<file path="src/rtl/result_tx_sequencer.sv">
// -----------------------------------------------------------------------------
// result_tx_sequencer
//
// Takes one ALU result word through a valid/ready handshake. It then sends the
// low (len_m1 + 1) bytes of that word, most significant first, to the UART
// transmitter through a second valid/ready handshake. A one-cycle done pulse
// marks the end of each word.
//
// Ports
//   clk_i        : system clock, rising-edge active
//   rst_ni       : asynchronous active-low reset
//   in_valid_i   : in_data_i / in_len_m1_i are valid
//   in_ready_o   : word can be accepted (IDLE only)
//   in_data_i    : result word
//   in_len_m1_i  : number of bytes to send minus one
//   tx_valid_o   : tx_data_o holds a byte for the UART
//   tx_ready_i   : UART takes the byte this cycle
//   tx_data_o    : byte to transmit
//   busy_o       : high while a word is being sent or completed
//   done_o       : one-cycle pulse after the last byte is accepted
//
// Every output comes from a flop. Each flop is loaded from the next-state
// decode, so the outputs line up with the state register and no input
// reaches an output combinationally.
// -----------------------------------------------------------------------------
module result_tx_sequencer #(
    parameter int DATA_W    = 32,
    parameter int MAX_BYTES = DATA_W / 8
) (
    input  logic              clk_i,
    input  logic              rst_ni,
    input  logic              in_valid_i,
    output logic              in_ready_o,
    input  logic [DATA_W-1:0] in_data_i,
    input  logic [1:0]        in_len_m1_i,
    output logic              tx_valid_o,
    input  logic              tx_ready_i,
    output logic [7:0]        tx_data_o,
    output logic              busy_o,
    output logic              done_o
);

    localparam int IDX_W = $clog2(MAX_BYTES);

    typedef enum logic [1:0] {
        IDLE = 2'd0,
        SEND = 2'd1,
        DONE = 2'd2
    } state_t;

    state_t              state_r;
    state_t              state_s;
    logic [DATA_W-1:0]   word_r;
    logic [DATA_W-1:0]   word_s;
    logic [IDX_W-1:0]    idx_r;
    logic [IDX_W-1:0]    idx_s;

    logic                in_ready_s;
    logic                tx_valid_s;
    logic [7:0]          tx_data_s;
    logic                busy_s;
    logic                done_s;

    // Returns byte number idx of the word. Byte 0 is the least significant.
    function automatic logic [7:0] byte_sel(input logic [DATA_W-1:0] w,
                                            input logic [IDX_W-1:0]  idx);
        return w[{idx, 3'b000} +: 8];
    endfunction

    // State, captured word and byte index registers.
    always_ff @(posedge clk_i or negedge rst_ni) begin
        if (!rst_ni) begin
            state_r <= IDLE;
            word_r  <= {DATA_W{1'b0}};
            idx_r   <= {IDX_W{1'b0}};
        end else begin
            state_r <= state_s;
            word_r  <= word_s;
            idx_r   <= idx_s;
        end
    end

    // Next-state logic and next-output decode.
    always_comb begin
        state_s = state_r;
        word_s  = word_r;
        idx_s   = idx_r;

        case (state_r)
            IDLE: begin
                // in_ready_o is high in IDLE, so in_valid_i alone is enough
                // to complete the handshake.
                if (in_valid_i && in_ready_o) begin
                    word_s  = in_data_i;
                    idx_s   = in_len_m1_i;
                    state_s = SEND;
                end else begin
                    state_s = IDLE;
                end
            end
            SEND: begin
                if (tx_ready_i) begin
                    // The last byte always has index 0, so the index never
                    // underflows.
                    if (idx_r != {IDX_W{1'b0}}) begin
                        idx_s = idx_r - {{(IDX_W-1){1'b0}}, 1'b1};
                    end else begin
                        state_s = DONE;
                    end
                end else begin
                    state_s = SEND;
                end
            end
            DONE: begin
                state_s = IDLE;
            end
            default: begin
                state_s = IDLE;
            end
        endcase

        in_ready_s = (state_s == IDLE);
        tx_valid_s = (state_s == SEND);
        busy_s     = (state_s != IDLE);
        done_s     = (state_s == DONE);
        if (state_s == SEND) begin
            tx_data_s = byte_sel(word_s, idx_s);
        end else begin
            tx_data_s = 8'h00;
        end
    end

    // Output registers, loaded with the decode of the next state.
    always_ff @(posedge clk_i or negedge rst_ni) begin
        if (!rst_ni) begin
            in_ready_o <= 1'b1;
            tx_valid_o <= 1'b0;
            tx_data_o  <= 8'h00;
            busy_o     <= 1'b0;
            done_o     <= 1'b0;
        end else begin
            in_ready_o <= in_ready_s;
            tx_valid_o <= tx_valid_s;
            tx_data_o  <= tx_data_s;
            busy_o     <= busy_s;
            done_o     <= done_s;
        end
    end

endmodule

</file>
<file path="config.mk">
export PLATFORM = sky130hd
export DESIGN_NAME = result_tx_sequencer
export DESIGN_NICKNAME = d
export VERILOG_FILES = /design/src/rtl/result_tx_sequencer.sv
export SDC_FILE = /design/constraint.sdc
export NUM_CORES = 1
export LEC_CHECK = 0
export CORE_MARGIN = 10
export CORE_UTILIZATION = 47
export DETAILED_ROUTE_END_ITERATION = 8
export PLACE_DENSITY = 0.82
export SYNTH_ARGS = -nofsm -noshare
export SYNTH_HDL_FRONTEND = slang
export SYNTH_SLANG_ARGS = --single-unit
</file>
<file path="constraint.sdc">
create_clock -name clk_i -period 4.55 [get_ports clk_i]
set_clock_uncertainty 0.1 [all_clocks]
set_input_delay 0.91 -clock clk_i [delete_from_list [all_inputs] [get_ports clk_i]]
set_output_delay 0.91 -clock clk_i [all_outputs]
set_load 0.1 [all_outputs]
</file>
==> flow_metrics.env <==
export IMPL_status="completed"
export IMPL_clk_pin_slew_ps=90
export IMPL_final_nets=339
export IMPL_tritoncts="built"
export IMPL_dp_hpwl_um=4051
export IMPL_die_x_um=91.70
export IMPL_core_area_um2=5042
export IMPL_period_share_pct=66.69
export IMPL_syn_inst=256
export IMPL_row_count=26
export IMPL_antenna_found_initial=0
export IMPL_p_sw_share_pct=44.02
export IMPL_crit_family="buffers and inverters"
export IMPL_place_gp_congestion=0.8325
export IMPL_critPathMaxStageDelay_ps=1150
export IMPL_period_needed_ps=3034
export IMPL_fmax_mhz=329.6
export IMPL_synth_area_leaders="dfrtp_1 49%, mux2i_1 13%, nand2_1 11%"
export IMPL_die_y_um=91.70
export IMPL_die_area_um2=8408
export IMPL_slew_violations=0
export IMPL_pwr_density_cell_nw_per_um2=682.5
export IMPL_synth_cell_type_count=24
export IMPL_post_cts_resized=0
export IMPL_setup_violations=0
export IMPL_yosysWarnings=0
export IMPL_fin_tns_setup_ps=0
export IMPL_max_slew_margin_rel_pct=27.76
export IMPL_cts_num_sinks=48
export IMPL_ant_nets=0
export IMPL_critical_path_buf_inv_count=1
export IMPL_hp_class="register to register"
export IMPL_design_area_um2=3027
export IMPL_port_buffer_count=49
export IMPL_tightest_slew_ps=1084
export IMPL_post_cts_setup_buffers=0
export IMPL_worstPathMaxFanout=3
export IMPL_syn_area_um2=2416
export IMPL_reg2reg_depth=5
export IMPL_drive_above_1_share_pct=6.623
export IMPL_diodes=0
export IMPL_crit_path_end_kind="primary output"
export IMPL_fin_util_pct=60.02
export IMPL_synth_fp_nets=294
export IMPL_worstHoldPathCells=2
export IMPL_grt_overflow_total=0
export IMPL_synth_seq_cells=48
export IMPL_p_seq_share_pct=34.1
export IMPL_cap_viol_max_count=0
export IMPL_initial_core_util_pct=47.92
export IMPL_first_global_vias=1988
export IMPL_r2r_end="tx_data_o[0]"
export IMPL_drtIter0Drc=81
export IMPL_crit_end="in_ready_o"
export IMPL_worstHoldStart="word_r[30]"
export IMPL_synth_top_area_cell="dfrtp_1"
export IMPL_numCtsBuffers=5
export IMPL_wire_per_inst_um=15.16
export IMPL_fin_ws_ps=1516
export IMPL_slowest_stage="clkdlybuf4s50_1"
export IMPL_num_io_pins=50
export IMPL_wl_um=5640
export IMPL_grt_use_total_pct=13.71
export IMPL_power_mw=2.066
export IMPL_h_tree_depth=2
export IMPL_dp_slack_ps=1288
export IMPL_p_int_mw=1.156
export IMPL_drt_drc_violations_left=0
export IMPL_power_switching_uw=909.2
export IMPL_rr_startpoint="in_ready_o"
export IMPL_post_dp_cell_area_um2=2915
export IMPL_combPwrFrac_pct=50.8
export IMPL_clkPwrFrac_pct=15.1
export IMPL_yosys_area_top_type_share_pct=48.68
export IMPL_grt_max_degree=49
export IMPL_reg2reg_slack_ps=2180
export IMPL_cts_root_buf="clkbuf_8"
export IMPL_worst_ep_required_time_ps=3540
export IMPL_rsz0062_at_grt="no"
export IMPL_ir_worst_vdd_uv=353.9
export IMPL_p_leak_nw=1.422
export IMPL_vias_per_cell=5.161
export IMPL_startpoint="in_ready_o"
export IMPL_yosysSeqAreaShare_pct=49.77
export IMPL_hold_buffers=0
export IMPL_cts_buffer_depth=2
export IMPL_crit_arrival_ps=2020
export IMPL_cp_depth=1
export IMPL_grt_pass1_wl_um=9570
export IMPL_first_pass_iters=4
export IMPL_worstPathCellList="clkdlybuf4s50_1"
export IMPL_hold_viol_final=0
export IMPL_synth_avg_cell_area_um2=9.438
export IMPL_clk_insertion_delay_late_ps=310
export IMPL_vias=1920
export IMPL_syn2layout_area_growth_pct=25.27
export IMPL_critPathKind="register to primary output"
export IMPL_cp_start_kind="register"
-- registers in the layout (all words and copies together), names as in the netlist --
register	flops
busy_o	1
state_r	2
done_o	1
idx_r	2
word_r	32
tx_valid_o	1
tx_data_o	8
in_ready_o	1
-- cell type report --
type,count,area [um^2]
fillers,439,2016
clock buffers,5,68.82
well taps,70,87.58
inverters,18,67.56
clock inverters,3,42.54
multi-input cells,175,1042
flip-flops and latches,48,1202
repair buffers,53,515.5
-- tightest hold or removal path, cell delays in order (launching register included) --
cell and delay (ps):
dfrtp_1 350, nand2_1 50, nand2_1 60
-- per-layer routing --
metal | track usage (%) | part of all wire [%]
met5 | 0 | 0
met4 | 5.141 | 1.8
met3 | 3.504 | 4.7
met2 | 23.76 | 51
met1 | 15.94 | 42
-- worst min path at each step --
stage                       to
finish              word_r[30]
global route         word_r[8]
CTS                 word_r[24]
detailed placement  word_r[24]
global placement    word_r[26]
floorplan           word_r[10]
-- cell usage after synthesis --
| master | n |
|---|---|
| o21ai_0 | 18 |
| nand3b_1 | 1 |
| o32ai_2 | 1 |
| a21oi_1 | 1 |
| dfrtp_1 | 47 |
| nand2_1 | 69 |
| nand2_2 | 1 |
| o211ai_1 | 8 |
| a32oi_2 | 1 |
| o32ai_1 | 7 |
| nor2b_1 | 3 |
| buf_12 | 1 |
| nand4bb_4 | 1 |
| a32o_1 | 1 |
| dfstp_2 | 1 |
| mux2i_1 | 32 |
| inv_1 | 18 |
| and2b_1 | 1 |
| clkbuf_1 | 4 |
| buf_6 | 3 |
| nor2_1 | 27 |
| buf_2 | 7 |
| o32a_1 | 1 |
| and4bb_2 | 2 |
-- logic make-up (layout without fill, tap and decap cells) --
family | count (synthesis) | after routing | synth area share [%]
AND/OR/NAND/NOR | 105 | 105 | 18.75
flip-flops | 48 | 48 | 49.77
AO/OA/AOI/OAI | 38 | 38 | 11.13
buffers and inverters | 33 | 79 | 7.094
multiplexers | 32 | 32 | 13.26
-- metrics by stage --
stage / instances / hold WS (ps)
finish: 372 / 381.8
global route: 372 / 406.8
global placement: 364 / 356.2
detailed placement: 364 / 363.0
floorplan: 256 / 345.0
CTS: 372 / 384.5
-- power groups by stage --
stage	clock [mW]	sequential [mW]	combinational (mW)
detailed placement	0	0.715	1.05
CTS	0.317	0.706	1.06
finish	0.311	0.705	1.05
global route	0.335	0.728	1.15
floorplan	0	0.948	0.594
global placement	0	0.707	1.03
-- cells in the final DEF, fill, tap and decap left out --
master | netlist | final
nor2b_1 | 3 | 3
mux2i_1 | 32 | 32
bufinv_16 | 0 | 1
nand4bb_4 | 1 | 1
nand2_1 | 69 | 69
o32ai_2 | 1 | 1
nand3b_1 | 1 | 1
and2b_1 | 1 | 1
clkdlybuf4s50_1 | 0 | 48
o32a_1 | 1 | 1
nand2_2 | 1 | 1
a32oi_2 | 1 | 1
nor2_1 | 27 | 27
a21oi_1 | 1 | 1
a32o_1 | 1 | 1
and4bb_2 | 2 | 2
dfstp_2 | 1 | 1
buf_4 | 0 | 4
clkbuf_8 | 0 | 5
clkinvlp_4 | 0 | 1
o21ai_0 | 18 | 18
clkinv_2 | 0 | 1
o211ai_1 | 8 | 8
inv_1 | 18 | 18
dfrtp_1 | 47 | 47
o32ai_1 | 7 | 7
buf_2 | 7 | 1
Note: power is estimated with default switching activity, not from simulation.
